$ cat src/rtl/keypad_scanner_param.sv
// Row-scanning matrix keypad controller.
// Drives one row low at a time, samples the active-low columns after a settle
// delay, debounces press and release, and optionally auto-repeats a held key.
// Every output is a register; the next-state logic is purely combinational.
module keypad_scanner_param #(
  parameter int unsigned ROWS            = 4,
  parameter int unsigned COLS            = 4,
  parameter int unsigned SETTLE_CYCLES   = 2,
  parameter int unsigned DEBOUNCE_CYCLES = 100,
  parameter bit          REPEAT_EN       = 1'b0,
  parameter int unsigned REPEAT_DELAY    = 5000,
  parameter int unsigned REPEAT_RATE     = 1000,
  localparam int unsigned KeyW           = $clog2(ROWS * COLS)
) (
  input  logic            clk,
  input  logic            rst,
  input  logic [COLS-1:0] col_matriz,
  output logic [ROWS-1:0] lin_matriz,
  output logic [KeyW-1:0] tecla_value,
  output logic            tecla_valid,
  output logic            tecla_held,
  output logic            multi_key
);

  localparam int unsigned RowW  = $clog2(ROWS);
  localparam int unsigned ColW  = $clog2(COLS);
  localparam int unsigned MaxSd = (SETTLE_CYCLES > DEBOUNCE_CYCLES) ? SETTLE_CYCLES
                                                                    : DEBOUNCE_CYCLES;
  localparam int unsigned MaxRp = (REPEAT_DELAY > REPEAT_RATE) ? REPEAT_DELAY : REPEAT_RATE;
  localparam int unsigned MaxCnt = (MaxSd > MaxRp) ? MaxSd : MaxRp;
  localparam int unsigned CntW  = $clog2(MaxCnt + 1);

  localparam logic [CntW-1:0] SettleLast = CntW'(SETTLE_CYCLES - 1);
  localparam logic [CntW-1:0] DebCnt     = CntW'(DEBOUNCE_CYCLES);
  localparam logic [CntW-1:0] DelayCnt   = CntW'(REPEAT_DELAY);
  localparam logic [CntW-1:0] RateCnt    = CntW'(REPEAT_RATE);
  localparam logic [CntW-1:0] CntMax     = {CntW{1'b1}};
  localparam logic [RowW-1:0] RowLast    = RowW'(ROWS - 1);
  localparam logic [ROWS-1:0] LinReset   = {{(ROWS - 1){1'b1}}, 1'b0};

  typedef enum logic [1:0] {
    StScan,
    StPressDb,
    StHeld,
    StReleaseDb
  } state_e;

  state_e state_q, state_d;

  logic [RowW-1:0] row_q, row_d;
  logic [ColW-1:0] col_q, col_d;
  logic [COLS-1:0] pat_q, pat_d;
  // One counter serves settle, debounce and repeat timing; only one is live per state.
  logic [CntW-1:0] cnt_q, cnt_d;
  // Set while waiting for the first repeat (REPEAT_DELAY), cleared for REPEAT_RATE spacing.
  logic            first_q, first_d;
  logic [ROWS-1:0] lin_q, lin_d;
  logic [KeyW-1:0] value_q, value_d;
  logic            valid_q, valid_d;
  logic            held_q, held_d;
  logic            multi_q, multi_d;

  logic            any_low, multi_low;
  logic [ColW-1:0] low_idx;
  logic            col_all_ones, col_match;
  logic            settle_done, deb_done, rep_hit;
  logic [CntW-1:0] cnt_inc, rep_target;
  logic [RowW-1:0] row_next;
  logic [KeyW-1:0] key_idx;

  // Classify the sampled column pattern: none, exactly one, or several keys low.
  always_comb begin
    any_low   = 1'b0;
    multi_low = 1'b0;
    low_idx   = '0;
    for (int c = 0; c < COLS; c++) begin
      if (!col_matriz[c]) begin
        if (any_low) begin
          multi_low = 1'b1;
        end
        any_low = 1'b1;
        low_idx = ColW'(c);
      end
    end
  end

  assign col_all_ones = &col_matriz;
  assign col_match    = (col_matriz == pat_q);
  assign cnt_inc      = (cnt_q == CntMax) ? cnt_q : cnt_q + 1'b1;
  assign settle_done  = (cnt_q >= SettleLast);
  assign deb_done     = (cnt_inc >= DebCnt);
  assign rep_target   = first_q ? DelayCnt : RateCnt;
  assign rep_hit      = REPEAT_EN && (cnt_inc >= rep_target);
  assign row_next     = (row_q == RowLast) ? '0 : row_q + 1'b1;
  assign key_idx      = KeyW'(32'(row_q) * COLS + 32'(col_q));

  // State register.
  always_ff @(posedge clk or negedge rst) begin
    if (!rst) begin
      state_q <= StScan;
    end else begin
      state_q <= state_d;
    end
  end

  // Next-state decode.
  always_comb begin
    state_d = state_q;
    unique case (state_q)
      StScan: begin
        if (settle_done && any_low && !multi_low) begin
          state_d = StPressDb;
        end
      end
      StPressDb: begin
        if (!col_match) begin
          state_d = StScan;
        end else if (deb_done) begin
          state_d = StHeld;
        end
      end
      StHeld: begin
        if (!col_match) begin
          state_d = StReleaseDb;
        end
      end
      StReleaseDb: begin
        if (col_all_ones && deb_done) begin
          state_d = StScan;
        end else if (col_match) begin
          state_d = StHeld;
        end
      end
      default: state_d = StScan;
    endcase
  end

  // Next values for the datapath and the registered outputs.
  always_comb begin
    row_d   = row_q;
    col_d   = col_q;
    pat_d   = pat_q;
    cnt_d   = cnt_q;
    first_d = first_q;
    value_d = value_q;
    held_d  = held_q;
    valid_d = 1'b0;
    multi_d = 1'b0;
    unique case (state_q)
      StScan: begin
        if (settle_done) begin
          cnt_d = '0;
          if (!any_low) begin
            row_d = row_next;
          end else if (multi_low) begin
            multi_d = 1'b1;
            row_d   = row_next;
          end else begin
            // Row stays driven so the debounce watches the same key.
            col_d = low_idx;
            pat_d = col_matriz;
          end
        end else begin
          cnt_d = cnt_inc;
        end
      end
      StPressDb: begin
        if (!col_match) begin
          cnt_d = '0;
        end else if (deb_done) begin
          cnt_d   = '0;
          value_d = key_idx;
          valid_d = 1'b1;
          held_d  = 1'b1;
          first_d = 1'b1;
        end else begin
          cnt_d = cnt_inc;
        end
      end
      StHeld: begin
        if (!col_match) begin
          cnt_d = '0;
        end else if (rep_hit) begin
          cnt_d   = '0;
          valid_d = 1'b1;
          first_d = 1'b0;
        end else begin
          cnt_d = cnt_inc;
        end
      end
      StReleaseDb: begin
        if (col_all_ones) begin
          if (deb_done) begin
            cnt_d  = '0;
            held_d = 1'b0;
            row_d  = row_next;
          end else begin
            cnt_d = cnt_inc;
          end
        end else begin
          // Either the key bounced back (return to hold) or noise: restart either way.
          cnt_d = '0;
        end
      end
      default: begin
        cnt_d = '0;
      end
    endcase
    lin_d = ~(ROWS'(1) << row_d);
  end

  // Datapath and output registers.
  always_ff @(posedge clk or negedge rst) begin
    if (!rst) begin
      row_q   <= '0;
      col_q   <= '0;
      pat_q   <= '1;
      cnt_q   <= '0;
      first_q <= 1'b1;
      lin_q   <= LinReset;
      value_q <= '0;
      valid_q <= 1'b0;
      held_q  <= 1'b0;
      multi_q <= 1'b0;
    end else begin
      row_q   <= row_d;
      col_q   <= col_d;
      pat_q   <= pat_d;
      cnt_q   <= cnt_d;
      first_q <= first_d;
      lin_q   <= lin_d;
      value_q <= value_d;
      valid_q <= valid_d;
      held_q  <= held_d;
      multi_q <= multi_d;
    end
  end

  assign lin_matriz  = lin_q;
  assign tecla_value = value_q;
  assign tecla_valid = valid_q;
  assign tecla_held  = held_q;
  assign multi_key   = multi_q;

  // Exactly one row is driven low at any time.
  a_lin_one_cold: assert property (@(posedge clk) disable iff (!rst) $onehot(~lin_matriz));
  // A key event is only reported while the key counts as held.
  a_valid_held: assert property (@(posedge clk) disable iff (!rst) tecla_valid |-> tecla_held);

endmodule

$ cat config.mk
export PLATFORM = sky130hd
export DESIGN_NAME = keypad_scanner_param
export DESIGN_NICKNAME = d
export VERILOG_FILES = /design/src/rtl/keypad_scanner_param.sv
export SDC_FILE = /design/constraint.sdc
export NUM_CORES = 1
export LEC_CHECK = 0
export CAP_MARGIN = 20
export CORE_MARGIN = 5
export CORE_UTILIZATION = 50
export DETAILED_ROUTE_END_ITERATION = 8
export GPL_TIMING_DRIVEN = 0
export PLACE_DENSITY_LB_ADDON = 0.12
export REMOVE_ABC_BUFFERS = 1
export SLEW_MARGIN = 0
export SYNTH_ARGS = -nofsm -noshare
export SYNTH_HDL_FRONTEND = slang
export SYNTH_SLANG_ARGS = --single-unit
$ cat constraint.sdc
create_clock -name clk -period 3.6 [get_ports clk]
set_clock_uncertainty 0.1 [all_clocks]
set_input_delay 0.36 -clock clk [delete_from_list [all_inputs] [get_ports clk]]
set_output_delay 0.36 -clock clk [all_outputs]
set_load 0.03 [all_outputs]
### After elaboration in Yosys (flattened, before gate mapping)

Index checks and enable logic that the tools add are counted.

* equality and inequality tests: 14
* bitwise operators: 2
* shift-type cells: 1
* magnitude comparators: 2
* mux-type cells: 45
* $add $sub $neg: 3
* reduce and logical (&&, ||, !) cells: 11

Operators by type and width (count)
* two-way mux 13 bit: 6
* one-hot mux 13 bit (4 select lines): 1
* two-way mux 2 bit: 14
* two-way mux 1 bit: 21
* adder 13 x 1 -> 13 bit, second input constant: 1
* == test 13 bit, second input constant: 1
* greater-or-equal comparator 13 x 1 -> 1 bit, second input constant: 1
* greater-or-equal comparator 13 x 7 -> 1 bit, second input constant: 1
* != test 2 bit, second input constant: 6
* AND reduction 4 bit: 3
* one-hot mux 2 bit (4 select lines): 1
* == test 2 bit, second input constant: 3
* != test 3 bit, second input constant: 2
* AND reduction 5 bit: 1
* adder 4 x 2 -> 4 bit: 1
* == test 4 bit: 1
* inverter 4 bit: 1
* one-hot mux 2 bit (2 select lines): 1
* left shift 1 x 2 -> 4 bit, first input constant: 1
* logical AND 1 bit: 3
* AND reduction 3 bit: 1
* adder 2 x 1 -> 2 bit, second input constant: 1
* == test 2 x 1 -> 1 bit, second input constant: 1
* logical NOT 2 bit: 1
* other kinds (4): 4

* output and inout bits: 11
* input bits: 6
* flip-flop bits (word level): 34
* logic and storage cells: 88

### Longest topological paths before layout

Gate-level depths: netlist of run 1.

* depth after elaboration: 12
* mapped depth: 11

### Worst setup path before layout of run 1

OpenSTA, ideal clock, no wires.

* kind: reg-to-reg
* from: register cnt_q[0]
* to: register lin_q[0] (netlist: lin_matriz[0])
* arrival time: 2607 ps
* library setup time: 131 ps
* path slack: 762 ps
* period minus slack after synthesis: 2838 ps
* stages on the path, launching flop included: 11
* data required time: 3369 ps
* path through: dfrtp_1 > ha_1 > and4_4 > buf_6 > and3_4 > nor4_2 > o211ai_2 > or3_1 > buf_2 > a211o_1 > or3_1

* longest elaborated chain between the ends: 8

RTL lines
* start: declaration: RTL line 54 `logic [CntW-1:0] cnt_q, cnt_d;`
* start signal: assignment: RTL line 229 `cnt_q <= cnt_d;`
* adder 13 x 1 -> 13 bit / == test 13 bit (equally long branches): RTL line 89 `assign cnt_inc = (cnt_q == CntMax) ? cnt_q : cnt_q + 1'b1;`
* two-way mux 13 bit: RTL line 89
* greater-or-equal comparator 13 x 7 -> 1 bit: RTL line 91 `assign deb_done = (cnt_inc >= DebCnt);`
* two-way mux 2 bit: RTL line 193 `if (deb_done) begin`
* two-way mux 2 bit: RTL line 192 `if (col_all_ones) begin`
* one-hot mux 2 bit (2 select lines) *: RTL line 149 `unique case (state_q)`
* named net row_d[0]: RTL line 50 `logic [RowW-1:0] row_q, row_d;`
* left shift 1 x 2 -> 4 bit *: RTL line 209 `lin_d = ~(ROWS'(1) << row_d);`
* inverter 4 bit *: RTL line 209
* named net lin_d[0]: RTL line 57 `logic [ROWS-1:0] lin_q, lin_d;`
* end signal: assignment: RTL line 220 `lin_q <= LinReset;`
* end signal: assignment: RTL line 231 `lin_q <= lin_d;`
* end: declaration: RTL line 57

Mark *: on every way through the listed nets, which the timed path passes. The rest lies on a longest branch.
A chain may end at the register's enable or synchronous reset.

### Worst setup path in the final report of run 1

* from: input col_matriz[1]
* to: register cnt_q[1]

* longest elaborated chain between the ends: 3

RTL lines
* start: declaration: RTL line 17 `input logic [COLS-1:0] col_matriz,`
* == test 4 bit / AND reduction 4 bit (equally long branches): RTL line 88, 87
* two-way mux 13 bit (on tied branches): RTL line 181, 168, 192
* one-hot mux 13 bit (4 select lines) *: RTL line 149
* named net cnt_d[1]: RTL line 54

Marked as above.

==> flow_summary.json, run 1 <==
{
  "switchingPower_w": 0.000514,
  "crit_chain": "clkdlybuf4s50_1 -> xor2_1 -> nor4_1 -> and2_1 -> a21oi_1 -> o41ai_1 -> nand2_1 -> a211oi_1",
  "cp-start-kind": "input port",
  "clock_sinks": 34,
  "tightestPinTransition_ns": 0.765,
  "drive_gt1_share_pct": 17.2,
  "postCtsHoldBufs": 0,
  "path_depth": 8,
  "cts.htree.levels": 2,
  "synth_seq_cells": 34,
  "p_clk_share_pct": 20.3,
  "drtIter0Drc": 114,
  "hp-class": "in2async",
  "finalSetupViolCount": 0,
  "initial_core_util_pct": 51.9,
  "ys_seq_area_share_pct": 41.4,
  "viasPerCell": 5.82,
  "whs_ns": 0.0483,
  "intPower_w": 0.000896,
  "max_freq_mhz": 336,
  "core-area_um2": 4000,
  "power_leakage_nw": 0.992,
  "fin_util_pct": 57.7,
  "wl_mm": 4.17,
  "place_area_um2": 2220,
  "final_cell_area_um2": 2310,
  "overflow": 0,
  "async_flop_share_pct": 100,
  "rows": 23,
  "slowest_stage": "nor4_1",
  "dieWidth_um": 74.4,
  "maxSlewHeadroom_pct": 49.0,
  "root_buffer": "clkbuf_8",
  "seq_power_share_pct": 39.5,
  "clkLatencyLatePin_ns": 0.28,
  "swShare_pct": 36.5,
  "drc": 0,
  "wl_per_cell_um": 15.0,
  "synth.most_common_cell": "dfrtp_1",
  "synth_area_leaders": "dfrtp_1 (33%), dfstp_2 (8.9%), mux2_2 (5.4%)",
  "cp_max_fo": 13,
  "setup.worst_path.class": "in2reg",
  "yosysTopAreaCell": "dfrtp_1",
  "status": "completed",
  "dp_hpwl_mm": 3.03,
  "cts_tree": "done",
  "crit_path_end_kind": "register",
  "r2r_setup_slack_ns": 0.65,
  "power_density_nw_per_um2": 610,
  "r2r_cells": 8,
  "period_needed_ns": 2.98,
  "fin_setup_tns_ns": 0,
  "dp.cells": 269,
  "drt_pass1_iterations": 4,
  "nets": 239,
  "synthToLayoutAreaGrowth_pct": 11.3,
  "synth-main-ff-cell": "dfrtp_1",
  "hold_violations": 0,
  "cts_buffer_depth": 2,
  "fp.dieH_um": 74.4,
  "synthCells": 217,
  "antenna_found_initial": 0,
  "port_buffers": 16,
  "finalNonFillerCells": 277,
  "arrival_ns": 3.06,
  "finalCritPeriodShare_pct": 82.7,
  "insertedDiodeCount": 0,
  "vias": 1613,
  "combPwrFrac_pct": 40.2,
  "synth.cell_area_um2": 2080,
  "yosysTopAreaCellShare_pct": 32.5,
  "grt_max_degree": 35,
  "io_pins": 17,
  "synth_commonest_cells": "dfrtp_1 (27), nand2_1 (16), a21oi_1 (15)",
  "cts_setup_buffers": 0,
  "die-area_um2": 5540,
  "slew_violations": 0,
  "first_global_vias": 1544,
  "ant_nets": 0,
  "worstPathBufferInverterCount": 1,
  "required_ns": 3.69,
  "peakVddDrop_mv": 0.370,
  "slowest_delay_ns": 0.65,
  "drv_cap": 0,
  "routabilityCongestion": 0.817,
  "grt_pass1_wl_mm": 7.13,
  "numCtsBuffers": 5,
  "rsz0062_at_grt": "false",
  "synth_edf_count": 0,
  "avgSynthCellArea_um2": 9.57,
  "grt.total_usage_pct": 16.5,
  "yosys_warnings": 0,
  "clkSlewWorstSetupHoldPaths_ns": 0.07,
  "cts-resized-gates": 0,
  "synth_cell_types": 55,
  "critical-path-top-delay-family": "simple AND/OR/NAND/NOR gates"
}
## layout make-up
type / instances / area, um^2
clock inverters: 1 / 5.00
multi-input cells: 160 / 1110
inverters: 9 / 33.8
flip-flops and latches: 34 / 860
fillers: 356 / 1690
repair buffers: 16 / 155
clock buffers: 7 / 86.3
well taps: 50 / 62.6
## sequential cells by signal (all words and copies together), names as in the netlist
| register | flops |
|---|---|
| tecla_valid | 1 |
| row_q | 2 |
| tecla_value | 4 |
| pat_q | 4 |
| state_q | 2 |
| cnt_q | 13 |
| lin_matriz | 4 |
| tecla_held | 1 |
| multi_key | 1 |
| col_q | 2 |
## worst reg2reg max path, cell delays in order, from the launching register on
cell,delay (ns)
dfrtp_1,0.47
ha_1,0.25
nand4_1,0.20
and3_1,0.25
a21boi_1,0.15
a32oi_1,0.17
or3_1,0.51
a211o_1,0.34
or3_1,0.39
## cells in the final DEF, fill, tap and decap left out, types with 3 or more instances in the layout
cell type / netlist / routed
o211ai_1: 3 / 3
clkdlybuf4s50_1: 0 / 15
nand4_1: 5 / 5
mux2_2: 10 / 10
nor4_1: 5 / 5
nand3_1: 7 / 7
a211oi_1: 3 / 3
clkbuf_8: 0 / 6
dfstp_2: 7 / 7
and3_1: 4 / 4
ha_1: 7 / 7
o21ai_0: 10 / 10
xor2_1: 5 / 5
nor3_1: 8 / 8
and2_1: 3 / 3
nand2_1: 16 / 16
xnor2_1: 6 / 6
inv_1: 9 / 9
a21oi_1: 15 / 15
dfrtp_1: 27 / 27
nor2_1: 14 / 14
## metal layers
| metal | track usage, % | routed length [um] | up-vias |
|---|---|---|---|
| met2 | 28.4 | 2090 | 24 |
| met4 | 4.94 | 59 | 0 |
| li1 | - | - | 806 |
| met1 | 20.2 | 1900 | 776 |
| met3 | 4.32 | 115 | 7 |
| met5 | 0 | 0 | - |
## logic make-up (layout without fill, tap and decap cells)
group                    after synthesis  in the layout  synth area share (%)
AND/OR/NAND/NOR                       81             81                  22.5
AO/OA/AOI/OAI                         50             50                  16.0
flip-flops                            34             34                  41.4
buffers and inverters                 23             33                  5.24
XOR/XNOR                              11             11                  4.64
multiplexers                          11             11                  5.91
adder cells (fa/ha/maj)                7              7                  4.22
## stage by stage
stage / power, W / setup slack, ns
6_report: 0.00141 / 0.624
5_1_grt: 0.00151 / 0.264
4_1_cts: 0.00142 / 0.600
3_5_place_dp: 0.00113 / 0.306
3_3_place_gp: 0.00110 / 0.357
2_1_floorplan: 0.000968 / 0.879
## power by group through the flow
stage / combinational [W] / sequential (W) / clock (W)
after floorplan: 0.000375 / 0.000592 / 0
after global placement: 0.000548 / 0.000557 / 0
after detailed placement: 0.000568 / 0.000564 / 0
after CTS: 0.000569 / 0.000557 / 0.000298
after global routing: 0.000622 / 0.000569 / 0.000317
final: 0.000567 / 0.000556 / 0.000287
## worst paths after layout
| kind | startpoint | to |
|---|---|---|
| setup / recovery | col_matriz[1] | cnt_q[1] |
| hold / removal | rst | cnt_q[3] |
| setup reg to reg | cnt_q[0] | lin_matriz[0] |
| hold reg to reg | pat_q[2] | pat_q[2] |
| max in group asynchronous | rst | state_q[1] |
| min in group clk | pat_q[2] | pat_q[2] |
(Power assumes the default switching activity.)
==> inputs of run 2 (changes only) <==
==> constraint.sdc (replaced) <==
create_clock -name clk -period 2.7 [get_ports clk]
set_clock_uncertainty 0.1 [all_clocks]
set_input_delay 0.27 -clock clk [delete_from_list [all_inputs] [get_ports clk]]
set_output_delay 0.27 -clock clk [all_outputs]
set_load 0.03 [all_outputs]
==> run 2 against run 1 <==
Effect of this change: power rose by 48%; die area did not move; sequential power up 35%; largest power group unchanged; design area is 11% higher; clock power increased by 33%; critical path depth stayed put; global-route usage increased by 0.79 points; critical endpoint is now lin_matriz[0]; wire length increased by 12%; worst setup slack worse by 0.59 ns; final cell count rose by 6.5%.
==> flow_summary.json, run 2 (same netlist as run 1, synthesis figures left out) <==
{
  "viasPerCell": 5.83,
  "finalPower_w": 0.00209,
  "drc": 0,
  "rsz0062_at_grt": "true",
  "nets": 257,
  "drive_gt1_share_pct": 31.0,
  "port_buffers": 16,
  "maxSlewHeadroom_pct": 47.8,
  "clkSlewWorstSetupHoldPaths_ns": 0.07,
  "first_global_vias": 1624,
  "vias": 1720,
  "dieWidth_um": 74.4,
  "slowest_stage": "dfrtp_2",
  "r2r-start": "cnt_q[1]",
  "grt.total_usage_pct": 17.2,
  "hold_end": "pat_q[2]",
  "ant_nets": 0,
  "setup.worst_path.class": "reg2reg",
  "insertedDiodeCount": 0,
  "cts_buffer_depth": 2,
  "crit_chain": "buf_4 -> nor4_1 -> nand4_1 -> o211ai_1 -> mux2_2 -> a22o_1 -> a211o_1 -> or3_1",
  "numCtsBuffers": 5,
  "layout_commonest_cell": "dfrtp_1",
  "slew_violations": 0,
  "period_needed_ns": 2.67,
  "largest_reg_flops": 13,
  "arrival_ns": 2.73,
  "cts.htree.levels": 2,
  "synthToLayoutAreaGrowth_pct": 23.5,
  "grt_pass1_wl_mm": 7.45,
  "hold_violations": 0,
  "root_buffer": "clkbuf_8",
  "io_pins": 17,
  "wl_per_cell_um": 15.8,
  "drtIter0Drc": 103,
  "r2r_setup_slack_ns": 0.03,
  "drv_cap": 0,
  "wl_mm": 4.68,
  "r2r-end": "lin_matriz[0]",
  "finalSetupViolCount": 0,
  "whs_path_depth": 3,
  "fp.dieH_um": 74.4,
  "power_leakage_nw": 1.09,
  "routabilityCongestion": 0.817,
  "finalCritPeriodShare_pct": 98.7,
  "clock_sinks": 34,
  "fin_util_pct": 64.1,
  "r2r_cells": 8,
  "rows": 23,
  "largest_register": "cnt_q",
  "grt_max_degree": 35,
  "min-delay-start": "col_matriz[2]",
  "cp_max_fo": 5,
  "status": "completed",
  "layout_common_cells": "dfrtp_1 (22), nand2_1 (15), clkdlybuf4s50_1 (14), buf_4 (14), a21oi_1 (13)",
  "power_density_nw_per_um2": 815,
  "max_freq_mhz": 375,
  "drt_pass1_iterations": 4,
  "peakVddDrop_mv": 0.473,
  "worstPathBufferInverterCount": 1,
  "overflow": 0,
  "cts_tree": "done",
  "clkLatencyLatePin_ns": 0.28,
  "required_ns": 2.76,
  "antenna_found_initial": 0,
  "slowest_delay_ns": 0.45,
  "tightestPinTransition_ns": 0.783,
  "cp-start-kind": "register",
  "hp-class": "in2reg",
  "initial_core_util_pct": 51.9,
  "crit_path_end_kind": "register",
  "dp_hpwl_mm": 3.03,
  "core-area_um2": 4000,
  "die-area_um2": 5540,
  "critical-path-top-delay-family": "simple AND/OR/NAND/NOR gates"
}
==> run 2: changes by cell type in the layout (fill, tap and decap cells not counted), moves of 2 or more <==
cell and delta:
a21oi_2 +2, nor4_1 -2, dfrtp_1 -5, and2_2 -2, a21oi_1 -2, nor2_1 -2
dfrtp_2 +5, buf_4 +14, buf_6 +3, nor4_4 +2, and2_4 +2, nor2_2 +2
==> run 2: routing by layer <==
layer	vias to the layer above	wire, um	GRT usage [%]
li1	842	-	-
met1	833	2020	20.9
met2	35	2430	29.9
met3	10	142	4.46
met4	0	78	5.53
met5	-	0	0
==> run 2: where the power goes <==
part,internal (W),total (W),leakage (nW),switching (W)
Combinational,0.000468,0.000959,0.610,0.000491
Sequential,0.000657,0.000748,0.428,0.0000903
Clock,0.000206,0.000383,0.0482,0.000178
==> run 2: area by class of cell <==
| type | count | area [um^2] |
|---|---|---|
| Tap cell | 50 | 62.6 |
| Inverter | 9 | 33.8 |
| Clock inverter | 1 | 5.00 |
| Timing Repair Buffer | 34 | 307 |
| Fill cell | 324 | 1440 |
| Sequential cell | 34 | 866 |
| Clock buffer | 7 | 86.3 |
| Multi-Input combinational cell | 160 | 1200 |
==> run 2: metrics by stage <==
step           cell area (um^2)   TNS, ns  worst slack (ns)  hold slack [ns]  std cells
2_1_floorplan              2000   -0.0207           -0.0207           -0.126        203
3_3_place_gp               2220     -5.58            -0.453            0.375        269
3_5_place_dp               2220     -6.34            -0.504            0.292        269
4_1_cts                    2430  -0.00853          -0.00853            0.394        286
5_1_grt                    2560    -0.272           -0.0751            0.308        295
6_report                   2560         0            0.0341            0.288        295
==> run 2: worst max path at each step <==
stage / slack, ns / to / startpoint / depth (start not counted)
floorplan: -0.02 / lin_matriz[0] / cnt_q[0] / 8
global placement: -0.45 / cnt_q[1] / col_matriz[1] / 8
detailed placement: -0.50 / cnt_q[1] / col_matriz[1] / 8
CTS: -0.009 / lin_matriz[0] / cnt_q[1] / 8
global route: -0.08 / cnt_q[1] / cnt_q[0] / 8
finish: 0.03 / lin_matriz[0] / cnt_q[1] / 8
==> run 2: what timing repair did <==
item | in CTS | in global routing
resized for setup | 10 | 22
pin swaps | 7 | 12
setup endpoints to repair | 19 | 21
buffers inserted | 8 | 9
hold buffers | 1 | 0
cloned | 0 | 0
endpoints found under the hold margin | 27 | 0
==> run 2: worst reg2reg max path, stage by stage, from the launching register on <==
cell and delay, ns:
dfrtp_2 0.45, buf_4 0.16, nor4_1 0.27, nand4_1 0.18, o211ai_1 0.21, mux2_2 0.37, a22o_1 0.23, a211o_1 0.25
or3_1 0.32
==> inputs of run 3 (changes only) <==
--- a/config.mk
+++ b/config.mk
@@ -7,7 +7,7 @@
 export LEC_CHECK = 0
 export CAP_MARGIN = 20
 export CORE_MARGIN = 5
-export CORE_UTILIZATION = 50
+export CORE_UTILIZATION = 52
 export DETAILED_ROUTE_END_ITERATION = 8
 export GPL_TIMING_DRIVEN = 0
 export PLACE_DENSITY_LB_ADDON = 0.12
==> run 3 against run 2 <==
Effect of this change: the flow now finishes with violations (setup timing); clock power up 3%; register-to-register slack worse by 0.06 ns; sequential share of layout area about the same; worst hold slack better by 0.11 ns; die area down 3.3%; worst setup slack worse by 0.061 ns; critical path depth up 2; global-route usage up 1.8 points; first-iteration DRC count up 30%; wire length down 0.98%; core utilization up 1.1 points; sequential cell count unchanged; critical path type unchanged.
==> flow_summary.json, run 3 (same netlist as run 1, synthesis figures left out) <==
{
  "setup.worst_path.class": "reg2reg",
  "drive_gt1_share_pct": 31.5,
  "drt_pass1_iterations": 4,
  "wl_mm": 4.63,
  "final_cell_area_um2": 2570,
  "fin_util_pct": 65.2,
  "tightestPinTransition_ns": 0.738,
  "wl_per_cell_um": 15.5,
  "grt_pass1_wl_mm": 7.91,
  "first_global_vias": 1749,
  "cts.htree.levels": 2,
  "ant_nets": 0,
  "insertedDiodeCount": 0,
  "clkLatencyLatePin_ns": 0.29,
  "finalNonFillerCells": 298,
  "io_pins": 17,
  "p_clk_share_pct": 18.0,
  "finalCritPeriodShare_pct": 101,
  "cts_tree": "done",
  "place_area_um2": 2220,
  "routabilityCongestion": 0.830,
  "dp.cells": 269,
  "rows": 23,
  "slowest_delay_ns": 0.44,
  "dieWidth_um": 73.2,
  "drc": 0,
  "hold_end": "pat_q[2]",
  "fill_cells": 316,
  "dp_hpwl_mm": 2.95,
  "setup_ws_ns": -0.0271,
  "r2r_setup_slack_ns": -0.03,
  "viasPerCell": 5.86,
  "crit_chain": "ha_4 -> and4_4 -> and3_4 -> nor4_4 -> o211ai_2 -> buf_4 -> nor4_2 -> a211o_1 -> buf_4 -> or3b_2",
  "hold_violations": 0,
  "antenna_found_initial": 0,
  "largest_reg_flops": 13,
  "status": "complete, but fails checks",
  "layout_common_cells": "dfrtp_1 (21), buf_4 (19), nand2_1 (15), clkdlybuf4s50_1 (15)",
  "clkSlewWorstSetupHoldPaths_ns": 0.07,
  "layout_commonest_cell": "dfrtp_1",
  "intPower_w": 0.00139,
  "r2r-start": "cnt_q[0]",
  "grt.total_usage_pct": 19.0,
  "power_density_nw_per_um2": 848,
  "max_freq_mhz": 367,
  "drv_cap": 0,
  "cp_max_fo": 7,
  "whs_path_depth": 2,
  "crit_top_cell": "buf_4",
  "drtIter0Drc": 134,
  "slowest_stage": "dfrtp_2",
  "port_buffers": 16,
  "seq_power_share_pct": 34.0,
  "r2r_cells": 10,
  "min-delay-start": "pat_q[2]",
  "swShare_pct": 36.0,
  "slew_violations": 0,
  "dp_slack_ns": -0.460,
  "grt_max_degree": 35,
  "hp-class": "reg2reg",
  "vias": 1747,
  "crit_path_end_kind": "register",
  "overflow": 0,
  "die-area_um2": 5360,
  "switchingPower_w": 0.000785,
  "rsz0062_at_grt": "true",
  "cp-start-kind": "register",
  "arrival_ns": 2.83,
  "period_needed_ns": 2.73,
  "largest_register": "cnt_q",
  "initial_core_util_pct": 52.6,
  "fin_setup_tns_ns": -0.0271,
  "core-area_um2": 3940,
  "finalSetupViolCount": 1,
  "r2r-end": "lin_matriz[1]",
  "root_buffer": "clkbuf_8",
  "synthToLayoutAreaGrowth_pct": 23.7,
  "clock_sinks": 34,
  "combPwrFrac_pct": 48.0,
  "cts_buffer_depth": 2,
  "nets": 260,
  "peakVddDrop_mv": 0.508,
  "violations": "setup timing",
  "numCtsBuffers": 5,
  "power_leakage_nw": 1.09,
  "maxSlewHeadroom_pct": 50.8,
  "required_ns": 2.80,
  "fp.dieH_um": 73.2
}
## run 3: routing by layer
layer / vias up / GRT usage, % / part of all wire (%)
met3: 12 / 4.27 / 3.7
met4: 0 / 8.81 / 2.3
met2: 38 / 33.0 / 52
met5: - / 0 / 0
li1: 842 / - / -
met1: 855 / 22.1 / 42
## run 3: repair_timing
| item | CTS | global route |
|---|---|---|
| gates resized for setup | 16 | 11 |
| setup buffers | 13 | 7 |
| hold endpoints to repair | 27 | 0 |
| setup endpoints to repair | 16 | 25 |
| pin swaps | 8 | 7 |
| hold buffers | 1 | 0 |
## run 3: cell type report
class | count | area, um^2 | share of cell area (%)
clock buffer | 6 | 82.6 | 3.21
clock inverter | 2 | 12.5 | 0.487
inverter | 9 | 33.8 | 1.32
multi-input combinational | 160 | 1190 | 46.4
sequential | 34 | 867 | 33.8
tap | 50 | 62.6 | 2.44
timing repair buffer | 37 | 319 | 12.4
## run 3: worst max path at each step
stage / from / end / slack, ns / cells past startpoint
global route: cnt_q[0] / lin_matriz[1] / -0.12 / 10
floorplan: cnt_q[0] / lin_matriz[0] / -0.02 / 8
finish: cnt_q[0] / lin_matriz[1] / -0.03 / 10
CTS: cnt_q[0] / lin_matriz[0] / 0.003 / 9
detailed placement: col_matriz[3] / cnt_q[1] / -0.46 / 8
global placement: col_matriz[1] / cnt_q[1] / -0.40 / 8
## run 3: critical path, delay by kind of cell (launching register included)
kind / cells / cell delay [ns]
AND/OR/NAND/NOR: 5 / 1.33
flip-flops: 1 / 0.44
AO/OA/AOI/OAI: 2 / 0.32
buffers and inverters: 2 / 0.28
adder cells (fa/ha/maj): 1 / 0.18
## run 3: through the flow
step           hold slack [ns]  power, W
6_report                 0.402   0.00218
3_5_place_dp             0.278   0.00150
5_1_grt                  0.419   0.00233
3_3_place_gp             0.374   0.00147
2_1_floorplan           -0.126   0.00129
4_1_cts                  0.403   0.00208
## run 3: power by group through the flow
stage	clock network [W]	registers (W)	logic, W
2_1_floorplan	0	0.000790	0.000501
3_3_place_gp	0	0.000741	0.000729
3_5_place_dp	0	0.000749	0.000749
4_1_cts	0.000400	0.000738	0.000945
5_1_grt	0.000423	0.000758	0.00115
6_report	0.000393	0.000741	0.00104
